--- src/rtl/mc_core_pkg.sv ---
// Shared encodings for the multicycle RV32I-subset core: opcodes, FSM states,
// ALU operations and immediate formats, plus the immediate extender.
package mc_core_pkg;

    localparam logic [6:0] OP_R   = 7'b0110011;
    localparam logic [6:0] OP_I   = 7'b0010011;
    localparam logic [6:0] OP_LW  = 7'b0000011;
    localparam logic [6:0] OP_SW  = 7'b0100011;
    localparam logic [6:0] OP_BEQ = 7'b1100011;
    localparam logic [6:0] OP_JAL = 7'b1101111;

    localparam logic [2:0] F3_ADD_SUB = 3'b000;
    localparam logic [2:0] F3_SLT     = 3'b010;
    localparam logic [2:0] F3_OR      = 3'b110;
    localparam logic [2:0] F3_AND     = 3'b111;
    localparam logic [2:0] F3_WORD    = 3'b010;
    localparam logic [2:0] F3_BEQ     = 3'b000;

    localparam logic [6:0] F7_BASE = 7'b0000000;
    localparam logic [6:0] F7_SUB  = 7'b0100000;

    typedef enum logic [3:0] {
        S_FETCH, S_DECODE, S_EXEC_R, S_EXEC_I, S_ALU_WB, S_MEM_ADR,
        S_MEM_RD, S_MEM_WB, S_MEM_WR, S_BEQ, S_JAL, S_HALT
    } state_e;

    typedef enum logic [2:0] {ALU_ADD, ALU_SUB, ALU_AND, ALU_OR, ALU_SLT} alu_op_e;

    typedef enum logic [1:0] {IMM_I, IMM_S, IMM_B, IMM_J} imm_type_e;

    function automatic logic signed [31:0] imm_ext(input logic [31:0] ir, input imm_type_e t);
        case (t)
            IMM_S:   return {{20{ir[31]}}, ir[31:25], ir[11:7]};
            IMM_B:   return {{19{ir[31]}}, ir[31], ir[7], ir[30:25], ir[11:8], 1'b0};
            IMM_J:   return {{11{ir[31]}}, ir[31], ir[19:12], ir[20], ir[30:21], 1'b0};
            default: return {{20{ir[31]}}, ir[31:20]};
        endcase
    endfunction

endpackage

--- src/rtl/mc_alu.sv ---
// Combinational 32-bit ALU: add/sub/and/or/signed slt with zero, negative,
// carry and overflow flags. SUB and SLT share the subtractor.
module mc_alu
    import mc_core_pkg::*;
(
    input  logic signed [31:0] a,
    input  logic signed [31:0] b,
    input  alu_op_e            op,
    output logic signed [31:0] result,
    output logic               zero,
    output logic               negative,
    output logic               carry,
    output logic               overflow
);

    logic              sub_mode;
    logic signed [31:0] b_eff;
    logic [32:0]       sum;
    logic              lt;

    always_comb begin
        sub_mode = (op == ALU_SUB) || (op == ALU_SLT);
        b_eff    = sub_mode ? ~b : b;
        sum      = {1'b0, a} + {1'b0, b_eff} + {32'd0, sub_mode};
        overflow = (a[31] == b_eff[31]) && (sum[31] != a[31]);
        carry    = sum[32];
        // Signed less-than: sign of the difference corrected by overflow
        lt       = sum[31] ^ overflow;
        case (op)
            ALU_ADD, ALU_SUB: result = sum[31:0];
            ALU_AND:          result = a & b;
            ALU_OR:           result = a | b;
            ALU_SLT:          result = {31'd0, lt};
            default:          result = sum[31:0];
        endcase
        zero     = (result == 32'sd0);
        negative = result[31];
    end

endmodule

--- src/rtl/mc_riscv_core.sv ---
// Multicycle RV32I-subset core on a single req/ready memory port.
// Define MC_CORE_ILLEGAL_TRAP_EN to halt on illegal instructions (default: execute as NOP).
module mc_riscv_core
    import mc_core_pkg::*;
#(
    parameter logic [31:0] RESET_PC = 32'd9600,
    parameter int          NUM_REGS = 32,
    parameter int          LED_W    = 4
) (
    input  logic             clk,
    input  logic             reset,
    output logic             mem_req,
    output logic             mem_we,
    output logic [31:0]      mem_addr,
    output logic [31:0]      mem_wdata,
    input  logic             mem_ready,
    input  logic [31:0]      mem_rdata,
    output logic [31:0]      pc_o,
    output logic [31:0]      result_o,
    output logic [LED_W-1:0] led,
    output logic             halted
);

    localparam int RIDX_W = $clog2(NUM_REGS);

    state_e state, state_nxt;
    logic [31:0] pc, old_pc, ir, mdr, result_q;
    logic signed [31:0] a_q, b_q, alu_out;
    logic [31:0] rf [NUM_REGS];

    logic [6:0] opcode, f7;
    logic [2:0] f3;
    logic [4:0] rd, rs1, rs2;

    assign opcode = ir[6:0];
    assign rd     = ir[11:7];
    assign f3     = ir[14:12];
    assign rs1    = ir[19:15];
    assign rs2    = ir[24:20];
    assign f7     = ir[31:25];

    function automatic logic reg_bad(input logic [4:0] r);
        return (NUM_REGS == 16) && r[4];
    endfunction

    logic    illegal;
    state_e  exec_state;
    alu_op_e r_op;

    always_comb begin
        illegal    = 1'b0;
        exec_state = S_FETCH;
        r_op       = ALU_ADD;
        case (opcode)
            OP_R: begin
                exec_state = S_EXEC_R;
                case ({f7, f3})
                    {F7_BASE, F3_ADD_SUB}: r_op = ALU_ADD;
                    {F7_SUB,  F3_ADD_SUB}: r_op = ALU_SUB;
                    {F7_BASE, F3_AND}:     r_op = ALU_AND;
                    {F7_BASE, F3_OR}:      r_op = ALU_OR;
                    {F7_BASE, F3_SLT}:     r_op = ALU_SLT;
                    default:               illegal = 1'b1;
                endcase
                if (reg_bad(rd) || reg_bad(rs1) || reg_bad(rs2)) illegal = 1'b1;
            end
            OP_I: begin
                exec_state = S_EXEC_I;
                if (f3 != F3_ADD_SUB || reg_bad(rd) || reg_bad(rs1)) illegal = 1'b1;
            end
            OP_LW: begin
                exec_state = S_MEM_ADR;
                if (f3 != F3_WORD || reg_bad(rd) || reg_bad(rs1)) illegal = 1'b1;
            end
            OP_SW: begin
                exec_state = S_MEM_ADR;
                if (f3 != F3_WORD || reg_bad(rs1) || reg_bad(rs2)) illegal = 1'b1;
            end
            OP_BEQ: begin
                exec_state = S_BEQ;
                if (f3 != F3_BEQ || reg_bad(rs1) || reg_bad(rs2)) illegal = 1'b1;
            end
            OP_JAL: begin
                exec_state = S_JAL;
                if (reg_bad(rd)) illegal = 1'b1;
            end
            default: illegal = 1'b1;
        endcase
        if (illegal) exec_state = S_FETCH;
    end

    logic [31:0] rs1_val, rs2_val;

    always_comb begin
        rs1_val = (rs1 == 5'd0) ? 32'd0 : rf[rs1[RIDX_W-1:0]];
        rs2_val = (rs2 == 5'd0) ? 32'd0 : rf[rs2[RIDX_W-1:0]];
    end

    logic signed [31:0] alu_a, alu_b, alu_res;
    alu_op_e            alu_op;
    logic               alu_zero, alu_neg, alu_carry, alu_ovf;
    logic               alu_flags_unused;

    always_comb begin
        alu_a  = a_q;
        alu_b  = b_q;
        alu_op = ALU_ADD;
        case (state)
            S_EXEC_R:  alu_op = r_op;
            S_EXEC_I:  alu_b  = imm_ext(ir, IMM_I);
            S_MEM_ADR: begin
                if (opcode == OP_SW) alu_b = imm_ext(ir, IMM_S);
                else                 alu_b = imm_ext(ir, IMM_I);
            end
            S_BEQ:     alu_op = ALU_SUB;
            S_JAL: begin
                alu_a = $signed(old_pc);
                alu_b = 32'sd4;
            end
            default: ;
        endcase
    end

    mc_alu u_alu (
        .a        (alu_a),
        .b        (alu_b),
        .op       (alu_op),
        .result   (alu_res),
        .zero     (alu_zero),
        .negative (alu_neg),
        .carry    (alu_carry),
        .overflow (alu_ovf)
    );

    assign alu_flags_unused = alu_neg ^ alu_carry ^ alu_ovf;

    always_comb begin
        state_nxt = state;
        case (state)
            S_FETCH:  if (mem_ready) state_nxt = S_DECODE;
`ifdef MC_CORE_ILLEGAL_TRAP_EN
            S_DECODE: state_nxt = illegal ? S_HALT : exec_state;
`else
            S_DECODE: state_nxt = exec_state;
`endif
            S_EXEC_R, S_EXEC_I, S_JAL:     state_nxt = S_ALU_WB;
            S_ALU_WB, S_MEM_WB, S_BEQ:     state_nxt = S_FETCH;
            S_MEM_ADR: state_nxt = (opcode == OP_SW) ? S_MEM_WR : S_MEM_RD;
            S_MEM_RD:  if (mem_ready) state_nxt = S_MEM_WB;
            S_MEM_WR:  if (mem_ready) state_nxt = S_FETCH;
            S_HALT:    state_nxt = S_HALT;
            default:   state_nxt = S_FETCH;
        endcase
    end

    // Architectural control state: FSM, PC and visible result
    always_ff @(posedge clk or negedge reset) begin
        if (!reset) begin
            state    <= S_FETCH;
            pc       <= RESET_PC;
            result_q <= 32'd0;
        end else begin
            state <= state_nxt;
            case (state)
                S_FETCH:  if (mem_ready) pc <= pc + 32'd4;
`ifdef MC_CORE_ILLEGAL_TRAP_EN
                S_DECODE: if (illegal) pc <= old_pc;
`endif
                S_BEQ:    if (alu_zero) pc <= old_pc + $unsigned(imm_ext(ir, IMM_B));
                S_JAL:    pc <= old_pc + $unsigned(imm_ext(ir, IMM_J));
                S_ALU_WB: result_q <= alu_out;
                S_MEM_WB: result_q <= mdr;
                default: ;
            endcase
        end
    end

    // Datapath holding registers and register file; no reset needed
    always_ff @(posedge clk) begin
        case (state)
            S_FETCH: begin
                if (mem_ready) begin
                    ir     <= mem_rdata;
                    old_pc <= pc;
                end
            end
            S_DECODE: begin
                a_q <= rs1_val;
                b_q <= rs2_val;
            end
            S_EXEC_R, S_EXEC_I, S_MEM_ADR, S_JAL: alu_out <= alu_res;
            S_MEM_RD: if (mem_ready) mdr <= mem_rdata;
            S_ALU_WB: if (rd != 5'd0) rf[rd[RIDX_W-1:0]] <= alu_out;
            S_MEM_WB: if (rd != 5'd0) rf[rd[RIDX_W-1:0]] <= mdr;
            default: ;
        endcase
    end

    // Request is gated by reset so an in-flight transfer drops immediately
    assign mem_req   = reset && (state == S_FETCH || state == S_MEM_RD || state == S_MEM_WR);
    assign mem_we    = (state == S_MEM_WR);
    assign mem_wdata = (state == S_MEM_WR) ? b_q : 32'd0;

    always_comb begin
        mem_addr = 32'd0;
        if (reset) begin
            case (state)
                S_FETCH:            mem_addr = {pc[31:2], 2'b00};
                S_MEM_RD, S_MEM_WR: mem_addr = {alu_out[31:2], 2'b00};
                default: ;
            endcase
        end
    end

    assign pc_o     = pc;
    assign result_o = result_q;
    assign led      = result_q[LED_W-1:0];
    assign halted   = (state == S_HALT);

endmodule

--- config.mk ---
export PLATFORM = sky130hd
export DESIGN_NAME = mc_riscv_core
export DESIGN_NICKNAME = d
export VERILOG_FILES = /design/src/rtl/mc_core_pkg.sv /design/src/rtl/mc_alu.sv /design/src/rtl/mc_riscv_core.sv
export SDC_FILE = /design/constraint.sdc
export NUM_CORES = 2
export LEC_CHECK = 0
export CORE_MARGIN = 3
export CORE_UTILIZATION = 30
export CTS_BUF_LIST = sky130_fd_sc_hd__clkbuf_8
export DETAILED_ROUTE_END_ITERATION = 10
export GPL_TIMING_DRIVEN = 0
export SYNTH_ARGS = -nofsm -noshare
export SYNTH_HDL_FRONTEND = slang
export SYNTH_SLANG_ARGS = --single-unit
--- constraint.sdc ---
create_clock -name clk -period 16.5 [get_ports clk]
set_clock_uncertainty 0.2 [all_clocks]
set_input_delay 1.65 -clock clk [delete_from_list [all_inputs] [get_ports clk]]
set_output_delay 1.65 -clock clk [all_outputs]
set_load 0.03 [all_outputs]
==> impl_metrics.ini <==
[place]
dpl.hpwl_mm = 173
port_buffers = 167
routabilityCongestion = 0.942
pre_cts_ws_ns = 7.23

[routing]
drt-wirelength-per-cell_um = 32.7
vias_per_cell = 5.72
drc_errors = 0
drt_iter0_drc = 5572
antenna_left = 0
wl_mm = 236
vias = 41200
dr.pass1.iters = 8

[layout]
nFillCells = 19800
final_nets = 4315
layout-drive-gt1-share_pct = 25.9
areaGrowthSynthToFinish_pct = 17.4

[setup_path]
path_delay_family = simple AND/OR/NAND/NOR gates
cp-start-kind = flop
slowest_delay_ns = 1.15
crit_cells = 23
path_class = reg2reg
cp_slowest_cell = nor4_2
setup.worst_path.end_class = flop
required_ns = 17.14
r2r_cells = 23
worst-path-max-fanout = 17
cp_num_buf_inv = 4
arrival_ns = 10.10
crit_top_cell = o21ai_0
ff2ff_setup_slack_ns = 7.03
crit_chain = nor4_1, nand4_1, nor4_2, or2_2, clkbuf_1, buf_1, xor2_1, ha_1, clkbuf_1, a21oi_1, o21a_1, o21ai_0, a211oi_1, o221ai_1, or2_2, maj3_1, o21ai_0, nor3_1, and4_1, nand2_1, o21ai_0, buf_2, a221oi_1

[timing]
post-route-period-util_pct = 57.4
worst_slack_ns = 7.03
worstMarginPinSlew_ns = 1.49
min_period_ns = 9.47
setup_violations = 0
slew_headroom_pct = 0.983
final-hold-violation-count = 0
fin_setup_tns_ns = 0
rsz0062_at_grt = no
max_freq_mhz = 106
slew_violations = 0

[power]
ir_drop_mv = 0.0834
power_density_nw_per_um2 = 100
clockPowerShare_pct = 38.3
p_comb_share_pct = 12.9
switching_share_pct = 27.7
p_switching_uw = 2080
seqPwrFrac_pct = 48.8
p_int_uw = 5420
p_leak_uw = 0.0244

[status]
status = finished clean

[clock_tree]
numCtsBuffers = 213
h-tree-depth = 4
cts_resized = 0
cts_hold_buf = 0
cts.sinks = 1284
cts-root-buf = clkbuf_8
post_cts_buffers = 0
clock_latency_ns = 1.01
ctsLongestPathBuffers = 3
path_clk_slew_ns = 0.06
cts_tree = yes

[worst_hold_path]
hold_path_class = reg2reg
hold_depth = 2

[synthesis]
async_flop_share_pct = 5.30
synth_edf_count = 1216
synthesis.area_um2 = 63700
synth-main-ff-cell = edfxtp_1
synthCells = 3723
synthDistinctLibCells = 86
yosys_warnings = 0
ys_ff_latch = 1284
synth.avg_cell_area_um2 = 17.1
seq_area_frac_synth_pct = 60.0

[floorplanning]
die_x_um = 467
io_pins = 170
initial_core_util_pct = 30.3
floorplan.rows = 168
die_h_um = 467
core-area_um2 = 210000
die_area_um2 = 218000

[flow_run]
maxCapViolations = 0

[global_route]
grt_overflow = 0
grt_pass1_vias = 40500
grt_pass1_wl_mm = 323
grt_max_degree = 58
antenna_found_initial = 15
grt_use_total_pct = 21.3
[sequential cells by signal, summed over array words and instances, names as in the netlist]
| register | cells |
|---|---|
| pc_o | 32 |
| ir | 32 |
| a_q | 32 |
| mdr | 32 |
| rf | 1024 |
| result_o | 32 |
| alu_out | 32 |
| b_q | 32 |
| old_pc | 32 |
| state | 4 |
[metrics by stage]
stage               std cells  hold WS (ns)  total power [µW]  utilization (%)  cell area [µm²]
floorplan                3756         0.313              4290                -            63800
global placement         6728         0.264              4660             32.8            69000
detailed placement       6804         0.275              4670             33.5            70400
CTS                      7198         0.289              7510             35.5            74600
global route             7204         0.321              7730             35.5            74700
finish                   7211         0.277              7500             35.5            74700
[cell usage in the layout (no fill, tap or decap), types with 16 or more instances in the layout]
cell type        count
a211oi_1            19
dfrtp_1             64
nor2_4              22
nor2b_1             44
ha_1                61
and2_1              45
buf_6               42
buf_12              24
xnor2_1             53
nand4_1             22
nand3_1             31
a22oi_1             33
clkinv_1            54
inv_1               94
clkbuf_8           218
clkbuf_1           177
nor3_1              34
a21oi_1            100
o22ai_1             16
a21o_1              34
xor2_1              37
clkinv_2            31
conb_1              34
o21ai_0            113
mux2_2              34
nand2_1            244
clkdlybuf4s50_1    166
buf_1               58
mux4_2             640
mux2i_1            114
nor2_1             166
edfxtp_1          1216
nand2b_1            19
maj3_1              30
[per-layer routing]
| metal | vias to the layer above | part of all wire (%) | GRT usage, % |
|---|---|---|---|
| li1 | 16400 | - | - |
| met2 | 2489 | 46 | 33.5 |
| met5 | - | 0.033 | 0 |
| met1 | 21800 | 39 | 28.0 |
| met4 | 12 | 4.3 | 8.52 |
| met3 | 491 | 10 | 5.54 |
[final timing paths]
kind	from	endpoint
hold / removal	result_o[5]$_DFFE_PN0P_	result_o[5]$_DFFE_PN0P_
hold reg to reg	result_o[5]$_DFFE_PN0P_	result_o[5]$_DFFE_PN0P_
min in group asynchronous	reset	result_o[7]$_DFFE_PN0P_
setup reg to reg	ir[31]$_DFFE_PP_	pc_o[8]$_DFFE_PN1P_
max in group asynchronous	reset	pc_o[13]$_DFFE_PN1P_
setup / recovery	ir[31]$_DFFE_PP_	pc_o[8]$_DFFE_PN1P_
[worst min-delay path: cells and delay by family (launching register included)]
kind | cells | cell delay [ns]
AOI/OAI and AO/OA | 1 | 0.06
and+or+nand+nor | 1 | 0.05
DFF | 1 | 0.34
[cells by family (layout without fill, tap and decap cells)]
logic type      Yosys count  count (layout)  share of synthesized area [%]
compound gates          448             448                           4.66
simple gates            719             719                           5.40
fa+ha+maj                93              93                           1.73
mux                     790             790                           25.1
buf+inv                 298             938                           1.85
other cells               1              44                        0.00589
flops                  1284            1284                           60.0
xor+xnor                 90              90                           1.24
[area by class of cell]
| type | instances | area (µm²) | area share [%] |
|---|---|---|---|
| clock inverters | 176 | 1260 | 1.69 |
| plain buffers | 264 | 1070 | 1.43 |
| well taps | 2805 | 3510 | 4.70 |
| diodes | 10 | 25.0 | 0.0335 |
| flip-flops and latches | 1284 | 38200 | 51.2 |
| multi-input cells | 2174 | 24600 | 33.0 |
| repair buffers | 246 | 2870 | 3.84 |
| clock buffers | 218 | 3000 | 4.02 |
| inverters | 34 | 128 | 0.171 |
[power by group through the flow]
stage               clock network [µW]  logic, µW  registers, µW
finish                            2870        964           3660
global route                      3060       1010           3660
CTS                               2900        948           3660
detailed placement                   0        946           3720
global placement                     0        935           3730
floorplan                            0        574           3720
[cells in the mapped netlist, types with 8 or more instances]
library cell  count  area, µm²
a211oi_1         19        143
ha_1             61        763
o221ai_1         10       87.6
a22oi_1          33        248
nor4_1           14       87.6
a31oi_1          14       87.6
o22ai_1          16        100
xnor2_1          53        464
and2_1           45        282
nand2_1         244        916
nand2b_1         19        119
mux2_2           34        383
maj3_1           30        300
clkbuf_1        179        672
o31a_1            8       70.1
or3_1            13       81.3
or2_2             8       50.1
a21oi_1         100        500
o21bai_1         10       75.1
a221oi_1          9       78.8
mux4_2          640      14400
inv_1            34        128
nor2_1          188        706
buf_1            71        267
nand4_1          22        138
edfxtp_1       1216      36500
dfrtp_1          64       1600
nor2b_1          44        275
a21o_1           34        255
o21a_1           10       75.1
a311oi_1          8       70.1
buf_4             8       60.1
xor2_1           37        324
o21ai_0         114        571
nor3_1           45        225
a221oi_2         10        150
and3_1           13       81.3
nand3_1          31        155
mux2i_1         114       1140
No activity file was read; power rests on OpenSTA's default activity.
